### src/rtl/debug_frame_serializer.sv
// debug_frame_serializer
//   Walks PC, pipeline-latch words, register file and data memory on one
//   start pulse and streams every LEN-bit word to the UART transmitter as
//   LEN_DATA-bit bytes, MSB first, over a tx_start/tx_done handshake.
//   Section order: PC (1 word), latches (NB_LATCHES), regs (CANT_REGS),
//   data memory (CANT_MEM).
//
// Optional feature: define DEBUG_FRAME_SERIALIZER_CHECKSUM_EN to append one
//   trailing byte holding the XOR of every data byte of the frame.
//
// Ports
//   clk, reset      clock, asynchronous active-high reset
//   start           begin a frame (accepted only when idle)
//   abort           drop the current frame and return to idle
//   pc              current PC word
//   latch_data      NB_LATCHES words, word k at [k*LEN +: LEN]
//   regs, mem_datos register-file / data-memory read data for addr
//   addr            read index for regs/mem ports
//   tx_done         UART byte-sent pulse
//   tx_start        one-cycle pulse, uart_data_out valid
//   uart_data_out   byte to transmit (held until the next byte)
//   busy            high from start accept until the frame ends
//   frame_done      one-cycle pulse after the last byte's tx_done
module debug_frame_serializer #(
  parameter int LEN        = 32,
  parameter int LEN_DATA   = 8,
  parameter int NB_LATCHES = 4,
  parameter int CANT_REGS  = 32,
  parameter int CANT_MEM   = 16,
  parameter int ADDR_W     =
    ((((CANT_REGS > CANT_MEM) ? CANT_REGS : CANT_MEM) > NB_LATCHES)
       ? ((CANT_REGS > CANT_MEM) ? CANT_REGS : CANT_MEM) : NB_LATCHES) > 1
    ? $clog2((((CANT_REGS > CANT_MEM) ? CANT_REGS : CANT_MEM) > NB_LATCHES)
       ? ((CANT_REGS > CANT_MEM) ? CANT_REGS : CANT_MEM) : NB_LATCHES)
    : 1
) (
  input  logic                       clk,
  input  logic                       reset,
  input  logic                       start,
  input  logic                       abort,
  input  logic [LEN-1:0]             pc,
  input  logic [NB_LATCHES*LEN-1:0]  latch_data,
  input  logic [LEN-1:0]             regs,
  input  logic [LEN-1:0]             mem_datos,
  output logic [ADDR_W-1:0]          addr,
  input  logic                       tx_done,
  output logic                       tx_start,
  output logic [LEN_DATA-1:0]        uart_data_out,
  output logic                       busy,
  output logic                       frame_done
);

  localparam int BPW = LEN / LEN_DATA;
  localparam int BCW = (BPW > 1) ? $clog2(BPW) : 1;

  typedef enum logic [3:0] {
    S_IDLE,
    S_LOAD,
    S_CAPTURE,
    S_SEND,
    S_WAIT_TX,
    S_NEXT,
`ifdef DEBUG_FRAME_SERIALIZER_CHECKSUM_EN
    S_CHK,
    S_CHK_WAIT,
`endif
    S_DONE
  } state_t;

  typedef enum logic [1:0] {
    SEC_PC,
    SEC_LATCH,
    SEC_REGS,
    SEC_MEM
  } sec_t;

  state_t              state_q;
  sec_t                sec_q;
  logic [ADDR_W-1:0]   idx_q;
  logic [BCW-1:0]      byte_cnt_q;
  logic [LEN-1:0]      shift_q;
  logic                tx_start_q;
  logic [LEN_DATA-1:0] uart_q;
  logic                busy_q;
  logic                frame_done_q;
`ifdef DEBUG_FRAME_SERIALIZER_CHECKSUM_EN
  logic [LEN_DATA-1:0] acc_q;
`endif

  logic [LEN-1:0]      word_d;
  logic [LEN-1:0]      shifted_d;
  logic [ADDR_W-1:0]   sec_last_d;

  // Source word for the current section/index, plus the last index of that section.
  always_comb begin
    word_d     = pc;
    sec_last_d = '0;
    case (sec_q)
      SEC_PC: begin
        word_d     = pc;
        sec_last_d = '0;
      end
      SEC_LATCH: begin
        word_d = latch_data[LEN-1:0];
        for (int unsigned k = 0; k < NB_LATCHES; k++) begin
          if (idx_q == ADDR_W'(k)) word_d = latch_data[k*LEN +: LEN];
        end
        sec_last_d = ADDR_W'(NB_LATCHES - 1);
      end
      SEC_REGS: begin
        word_d     = regs;
        sec_last_d = ADDR_W'(CANT_REGS - 1);
      end
      SEC_MEM: begin
        word_d     = mem_datos;
        sec_last_d = ADDR_W'(CANT_MEM - 1);
      end
      default: begin
        word_d     = pc;
        sec_last_d = '0;
      end
    endcase
  end

  assign shifted_d = shift_q << LEN_DATA;

  // Read index is only presented while the word is being fetched.
  assign addr = (((state_q == S_LOAD) || (state_q == S_CAPTURE)) &&
                 ((sec_q == SEC_REGS) || (sec_q == SEC_MEM))) ? idx_q : '0;

  assign tx_start      = tx_start_q;
  assign uart_data_out = uart_q;
  assign busy          = busy_q;
  assign frame_done    = frame_done_q;

  // tx_start/uart_data_out are loaded on the transition into SEND so the
  // pulse coincides with the SEND cycle itself.
  always_ff @(posedge clk or posedge reset) begin
    if (reset) begin
      state_q      <= S_IDLE;
      sec_q        <= SEC_PC;
      idx_q        <= '0;
      byte_cnt_q   <= '0;
      shift_q      <= '0;
      tx_start_q   <= 1'b0;
      uart_q       <= '0;
      busy_q       <= 1'b0;
      frame_done_q <= 1'b0;
`ifdef DEBUG_FRAME_SERIALIZER_CHECKSUM_EN
      acc_q        <= '0;
`endif
    end else begin
      tx_start_q   <= 1'b0;
      frame_done_q <= 1'b0;
      if (abort && (state_q != S_IDLE)) begin
        state_q    <= S_IDLE;
        busy_q     <= 1'b0;
        sec_q      <= SEC_PC;
        idx_q      <= '0;
        byte_cnt_q <= '0;
`ifdef DEBUG_FRAME_SERIALIZER_CHECKSUM_EN
        acc_q      <= '0;
`endif
      end else begin
        case (state_q)
          S_IDLE: begin
            if (start && !abort) begin
              state_q    <= S_LOAD;
              busy_q     <= 1'b1;
              sec_q      <= SEC_PC;
              idx_q      <= '0;
              byte_cnt_q <= '0;
`ifdef DEBUG_FRAME_SERIALIZER_CHECKSUM_EN
              acc_q      <= '0;
`endif
            end
          end
          S_LOAD: state_q <= S_CAPTURE;
          S_CAPTURE: begin
            shift_q    <= word_d;
            byte_cnt_q <= '0;
            uart_q     <= word_d[LEN-1 -: LEN_DATA];
            tx_start_q <= 1'b1;
`ifdef DEBUG_FRAME_SERIALIZER_CHECKSUM_EN
            acc_q      <= acc_q ^ word_d[LEN-1 -: LEN_DATA];
`endif
            state_q    <= S_SEND;
          end
          S_SEND: state_q <= S_WAIT_TX;
          S_WAIT_TX: begin
            if (tx_done) begin
              if (byte_cnt_q != BCW'(BPW - 1)) begin
                shift_q    <= shifted_d;
                byte_cnt_q <= byte_cnt_q + BCW'(1);
                uart_q     <= shifted_d[LEN-1 -: LEN_DATA];
                tx_start_q <= 1'b1;
`ifdef DEBUG_FRAME_SERIALIZER_CHECKSUM_EN
                acc_q      <= acc_q ^ shifted_d[LEN-1 -: LEN_DATA];
`endif
                state_q    <= S_SEND;
              end else begin
                state_q <= S_NEXT;
              end
            end
          end
          S_NEXT: begin
            if (idx_q != sec_last_d) begin
              idx_q   <= idx_q + ADDR_W'(1);
              state_q <= S_LOAD;
            end else begin
              idx_q <= '0;
              if (sec_q == SEC_MEM) begin
`ifdef DEBUG_FRAME_SERIALIZER_CHECKSUM_EN
                uart_q     <= acc_q;
                tx_start_q <= 1'b1;
                state_q    <= S_CHK;
`else
                frame_done_q <= 1'b1;
                busy_q       <= 1'b0;
                state_q      <= S_DONE;
`endif
              end else begin
                sec_q   <= sec_t'(sec_q + 2'd1);
                state_q <= S_LOAD;
              end
            end
          end
`ifdef DEBUG_FRAME_SERIALIZER_CHECKSUM_EN
          S_CHK: state_q <= S_CHK_WAIT;
          S_CHK_WAIT: begin
            if (tx_done) begin
              frame_done_q <= 1'b1;
              busy_q       <= 1'b0;
              state_q      <= S_DONE;
            end
          end
`endif
          S_DONE: state_q <= S_IDLE;
          default: state_q <= S_IDLE;
        endcase
      end
    end
  end

endmodule
### config.mk
export PLATFORM = sky130hd
export DESIGN_NAME = debug_frame_serializer
export DESIGN_NICKNAME = d
export VERILOG_FILES = /design/src/rtl/debug_frame_serializer.sv
export SDC_FILE = /design/constraint.sdc
export NUM_CORES = 1
export LEC_CHECK = 0
export ABC_AREA = 0
export BUFFER_PORTS_ARGS = -buffer_cell sky130_fd_sc_hd__clkbuf_2
export CORE_ASPECT_RATIO = 0.5
export CORE_MARGIN = 2
export CORE_UTILIZATION = 40
export CTS_CLUSTER_DIAMETER = 60
export DETAILED_ROUTE_END_ITERATION = 12
export MAX_ROUTING_LAYER = met4
export PLACE_DENSITY_LB_ADDON = 0.2
export SYNTH_ARGS = -nofsm -noshare
export SYNTH_HDL_FRONTEND = slang
export SYNTH_SLANG_ARGS = --single-unit
export TNS_END_PERCENT = 50
### constraint.sdc
create_clock -name clk -period 5.41 [get_ports clk]
set_input_delay 1.082 -clock clk [delete_from_list [all_inputs] [get_ports clk]]
set_output_delay 1.082 -clock clk [all_outputs]
set_load 0.005 [all_outputs]
==> results.md, run 1 <==
- Slowest stage cell, crit path: ha_2
- Drt total wl: 17.9 mm
- CTS Sinks: 47
- Met1 WL: a little over 8 mm
- CTS max path bufs: 2
- Hold WS: 0.533 ns
- Antenna diode count: 0
- Register area: about 1200 um2
- DR WL met2: 8.14 mm
- First-pass GRT wire length: 27.5 mm
- Core area: around 11000 um2
- Crit. End Element: output pin
- Final HPWL DP: around 13 mm
- Post-CTS setup buffer count: 0
- Tcrit/Tclk final: 63.4%
- Area delta synth->final: 28.5%
- Max incr delay on CP: around 0.77 ns
- Worst EP arrival: 2.35 ns
- CP top delay family: adder cells
- Worst Skew: 0.00621 ns
- Critical Path RT: 4.33 ns
- Vias in the first global route: 5452
- Static Leak: 2.81 nW
- Largest family of logic cells by synthesized area: compound AO/OA/AOI/OAI gates
- Pre-antenna DRT Iters: 5
- Commonest non-fill, non-tap cell in the layout: clkbuf_2
- Post-cts hold buffer count: 0
- Syn nets: 858
- Largest net degree at the start of global routing: 95
- CTS tree: built
- # port buffers: 244
- Final setup violation count: 0
- Most frequent cells in the layout: clkbuf_2, inv_1, a221oi_1
- Die height: 80.7 um
- Status: complete, no violations
- Initial antenna violation count: 0
- Pwr/cell area: around 210 nW/um2
- Syn Inst Count: 621
- Antenna viol nets, final: 0
- Post-route minimum period: 3.43 ns
- YS warnings: 0
- Synth Area in Adders: 2.13%
- CP Cell Sequence: inv_1, ha_2, nor2_1, nor3_1, and2_1, clkbuf_2
- Compound-cell area share of the yosys netlist: 48.5%
- Post-synthesis mux area share: less than 1%
- TNS Setup: 0 ns
- Yosys top cell area share: between 20 and 25%
- Post-synthesis simple-gate area fraction: 11.2%
- Main synth FF type: dfrtp_1
- Slew @ Worst Pin: 1.25 ns
- Seq/Total Area, Yosys: about a quarter
- Row cnt: 27
- GRT overflow: 0
- Total power: 1.30 mW
- Post-synthesis xor/xnor area fraction: 0.558%
- Max-cap viol count: 0
- Drt drc: 0
- WL met3: 1.29 mm
- GR Util All Layers: 28.0%
- Worst-path fanout max: 38
- Asr flop ratio synth: 100%
- Clk_lat worst skew: 0.29 ns
- CTS buffer count: 5
- Synth Cell Area: 4710 um2
- Final Slew Violations: 0
- Layout cell share with drive strength beyond 1: 33.7%
- Syn_area_per_cell: 7.58 um2
- Multi-input logic area: 2960 um2
- Area contributors post-synth: dfrtp_1, a221oi_1, a221o_1
- IO Pins: 245
- Yosys cell types: 53
- Die W: between 150 and 200 um
- Vias per inst: 6.05
- Root buffer cell: clkbuf_16
- Final hold vios: 0
- Startpoint Class: register
- Final net count: 1046
- Top sig layer: met4
- Number of flops mapped to enable cells by yosys: 0
- Slew headroom: 16.6%
- Initial core utilization: 42.0%
- RSZ-0062 raised after global routing: no
- Die Area: about 13000 um2
- Hold crit path type: reg -> reg
- Wire per inst: 18.5 um
- CTS H-Tree Depth: 2
- Gpl congestion: 0.855
- Peak supply drop: 0.000122 V
- Worst-path clk slew: around 0.070 ns
- Maximum clock rate: a little under 0.3 GHz
- Count of cells resized by post-cts repair: 0
- Vias: 5861
- CP bufs+invs: 2
- Area leader, netlist: dfrtp_1
- Layout fillers: approximately 1100
- WS Path Type: reg -> out
- FF+latch count, synth: 47
- Starting DRT DRC Count: 471
## state kept, by name, indices dropped and copies added, names as in the netlist
signal and flops:
busy 1, byte_cnt_q 2, frame_done 1, idx_q 5, sec_q 2, shift_q 24
state_q 3, tx_start 1, uart_data_out 8
## worst paths after layout
check / from / end / slack, ns / cells after the start
max reg2reg: sec_q[1]$_DFFE_PP0P_ / idx_q[2]$_DFFE_PP0P_ / 2.45 / 7
min: byte_cnt_q[1]$_DFFE_PP0P_ / byte_cnt_q[1]$_DFFE_PP0P_ / 0.53 / 1
min in group asynchronous: reset / idx_q[1]$_DFFE_PP0P_ / 1.02 / 2
max: sec_q[0]$_DFFE_PP0P_ / addr[4] / 1.98 / 6
max in group asynchronous: reset / shift_q[18]$_DFFE_PP0P_ / 3.73 / 2
min reg2reg: byte_cnt_q[1]$_DFFE_PP0P_ / byte_cnt_q[1]$_DFFE_PP0P_ / 0.53 / 1
## metal layers
layer	vias up	track usage, %
met3	19	4.37
met2	240	44.5
met5	-	-
met4	0	4.91
met1	2788	38.5
li1	2814	-
## stage by stage
step           utilization, %  cell area, um2  cells  setup slack (ns)
3_5_place_dp             52.6            5900    961              2.31
6_report                 53.9            6050    969              1.98
2_1_floorplan               -            4710    621              2.65
3_3_place_gp             52.6            5900    961              2.42
5_1_grt                  53.9            6050    969              1.75
4_1_cts                  53.9            6050    969              1.99
## synth_stat cells, types with 8 or more instances
cell      count
a221o_1      34
a21oi_1      34
o221ai_1     24
clkbuf_1     58
nand2_1      57
o21ai_1       9
nand3_1       8
inv_1        70
dfrtp_1      47
o22ai_1      33
o211ai_1     26
buf_2         9
o21ai_0      61
a32o_1        9
a221oi_1     64
ha_1          8
## worst reg2reg max path, cell delays in order (launching register included)
cell and delay [ns]:
dfrtp_1 0.40, inv_1 0.13, ha_2 0.54, buf_4 0.50
or3b_1 0.46, a221oi_2 0.39, nor2_1 0.12, a221o_1 0.30
## cell type report
class | instances | area share, %
Multi-Input combinational cell | 430 | 49.0
Timing Repair Buffer | 254 | 21.4
Sequential cell | 47 | 19.4
Inverter | 71 | 4.41
Tap cell | 159 | 3.29
Clock buffer | 5 | 2.07
Clock inverter | 3 | 0.331
## where the power goes
part | internal (mW) | switching [mW] | total [mW]
combinational | 0.222 | 0.219 | 0.441
sequential | 0.464 | 0.0796 | 0.544
clock | 0.171 | 0.144 | 0.315
## kinds of logic (layout without fill, tap and decap cells)
kind of cell	Yosys count	count (layout)
buffers and inverters	144	333
AO/OA/AOI/OAI	311	311
multiplexers	2	2
XOR/XNOR	3	3
AND/OR/NAND/NOR	106	106
flip-flops	47	47
adder cells (fa/ha/maj)	8	8
No activity file was read; power rests on OpenSTA's default activity.
==> inputs of run 2 (changes only) <==
Clock period 5.41 ns to 2.85 ns, I/O delays scaled along.
==> run 2 against run 1 <==
Combinational power grew 92%. Cell area up 1.8%. Routed wire length increased by 2.4%. Count of clock-buffer cells in the layout increased by 3. Flip-flop and latch count stayed put. Non-clock buffer count increased by 11. Cell count is 1.1% higher. Global-route usage grew 0.56 points. Clock power grew 100%. Via count is 2.6% higher. Core utilization up 0.95 points.
==> results.md, run 2 (synthesis results as in run 1) <==
- Die W: 157 um
- CTS tree: built
- Share of total power in sequential cells: 41.2%
- Final hold vios: 0
- Initial core utilization: 42.0%
- Met1 WL: 8.29 mm
- Vias per inst: between 6 and 7
- CP Cell Sequence: inv_1, ha_2, nor2_1, nor3_1, and2_1, clkbuf_2
- Row cnt: 27
- TNS Setup: 0 ns
- CTS Sinks: 47
- Post-CTS setup buffer count: 0
- Final Slew Violations: 0
- Antenna viol nets, final: 0
- CTS H-Tree Depth: 2
- Most frequent cells in the layout: clkbuf_2, inv_1, a221oi_1
- Net Sw Power: between 800 and 900 uW
- Maximum clock rate: around 0.38 GHz
- Max reg flops: 24
- Largest net degree at the start of global routing: 95
- WL met3: about 1.5 mm
- First-pass GRT wire length: 28.0 mm
- GR Util All Layers: 28.6%
- Critical Path End: addr[3]
- Vias in the first global route: 5561
- Startpoint Class: register
- Layout cell share with drive strength beyond 1: roughly 34%
- CP bufs+invs: 2
- # port buffers: about 240
- Max incr delay on CP: about 0.55 ns
- Sw Ratio: roughly 33%
- Worst EP arrival: 2.09 ns
- CP top delay family: simple AND/OR/NAND/NOR gates
- WS Path Type: reg -> out
- R2R setup slack: 0.51 ns
- Pwr/cell area: 411 nW/um2
- Layout Cells excl Fill: 980
- Slew @ Worst Pin: ~1.2 ns
- Worst-path fanout max: 24
- Comb pwr share: 33.5%
- Final setup violation count: 0
- Power Internal: 1.68 mW
- Root buffer cell: clkbuf_16
- Count of cells resized by post-cts repair: 0
- IO Pins: 245
- Crit path from: sec_q[0]$_DFFE_PP0P_
- Clk pwr share: between 20% and 30%
- Static Leak: between 2 and 3 nW
- Final HPWL DP: 13.3 mm
- Crit. End Element: output pin
- Area delta synth->final: 30.8%
- Critical Path RT: 2.28 ns
- DR WL met2: 8.36 mm
- Largest Register: shift_q
- RSZ-0062 raised after global routing: no
- Core area: 11200 um2
- Placed insts: 972
- Initial antenna violation count: 0
- Gpl congestion: between 0.8 and 0.9
- Starting DRT DRC Count: 465
- Worst r2r src: idx_q[1]$_DFFE_PP0P_
- Critical path depth: 6
- CTS max path bufs: 2
- Pre-antenna DRT Iters: 5
- Worst-path clk slew: 0.07 ns
- Status: complete, no violations
- CTS buffer count: 5
- Top sig layer: met4
- Max-cap viol count: 0
- Post-route minimum period: about 2.7 ns
- R2R depth: 6
- Slew headroom: 22.2%
- Drt total wl: 18.3 mm
- Antenna diode count: 0
- GRT overflow: 0
- Wire per inst: 18.7 um
- R2r endpoint: uart_data_out[4]$_DFFE_PP0P_
- Worst Skew: ~0.007 ns
- Peak supply drop: 0.000255 V
- Vias: 6016
- Commonest non-fill, non-tap cell in the layout: clkbuf_2
- Die Area: around 13000 um2
- Hold crit path type: in -> async
- Die height: 80.7 um
- Tcrit/Tclk final: 93.2%
- Post-cts hold buffer count: 0
- Layout fillers: 1136
- Slowest stage cell, crit path: ha_2
- Drt drc: 0
- Final net count: 1057
- Clk_lat worst skew: ~0.29 ns
[run 2: cell count changes in the layout (fill, tap and decap cells not counted)]
cell and change:
clkinv_2 -1, buf_12 +1, clkbuf_8 +2, clkinvlp_4 -2, clkbuf_1 +1, buf_4 +10
[run 2: routing by layer]
layer	vias to the layer above	track usage, %
li1	2836	-
met1	2876	39.4
met3	19	5.13
met4	0	5.27
met2	285	44.4
met5	-	-
[run 2: worst min-delay path by stage]
stage	from	to	slack, ns	cells past startpoint
2_1_floorplan	byte_cnt_q[1]$_DFFE_PP0P_	byte_cnt_q[1]$_DFFE_PP0P_	0.48	1
3_3_place_gp	byte_cnt_q[1]$_DFFE_PP0P_	byte_cnt_q[1]$_DFFE_PP0P_	0.50	1
3_5_place_dp	byte_cnt_q[1]$_DFFE_PP0P_	byte_cnt_q[1]$_DFFE_PP0P_	0.51	1
4_1_cts	reset	busy$_DFFE_PP0P_	0.30	2
5_1_grt	reset	busy$_DFFE_PP0P_	0.34	2
6_report	reset	busy$_DFFE_PP0P_	0.28	2
[run 2: power groups by stage]
stage / sequential, mW / clock (mW) / combinational (mW)
2_1_floorplan: 0.987 / 0 / 0.513
3_3_place_gp: 1.04 / 0 / 0.823
3_5_place_dp: 1.05 / 0 / 0.842
4_1_cts: 1.04 / 0.653 / 0.845
5_1_grt: 1.06 / 0.680 / 0.945
6_report: 1.04 / 0.640 / 0.847
[run 2: layout make-up]
| cell class | instances | area (um2) | area share (%) |
|---|---|---|---|
| well taps | 159 | 199 | 3.23 |
| clock buffers | 8 | 156 | 2.54 |
| multi-input cells | 430 | 2960 | 48.2 |
| flip-flops and latches | 47 | 1180 | 19.1 |
| repair buffers | 265 | 1390 | 22.6 |
| inverters | 71 | 267 | 4.33 |
[run 2: worst reg2reg max path, cell delays in order (launching register included)]
cell,delay [ns]
dfrtp_1,0.43
inv_1,0.12
ha_2,0.63
buf_4,0.42
o22ai_1,0.14
a221oi_1,0.30
o221ai_1,0.17
[run 2: through the flow]
stage | setup WS [ns] | utilization (%) | total power, mW | instance area [um2] | hold WS (ns)
final | 0.195 | 54.9 | 2.53 | 6150 | 0.280
after global routing | 0.0452 | 54.9 | 2.69 | 6150 | 0.337
after CTS | 0.162 | 54.9 | 2.53 | 6150 | 0.299
after detailed placement | 0.466 | 53.5 | 1.89 | 6000 | 0.508
after global placement | 0.583 | 53.5 | 1.87 | 6000 | 0.498
after floorplan | 0.600 | - | 1.50 | 4710 | 0.477
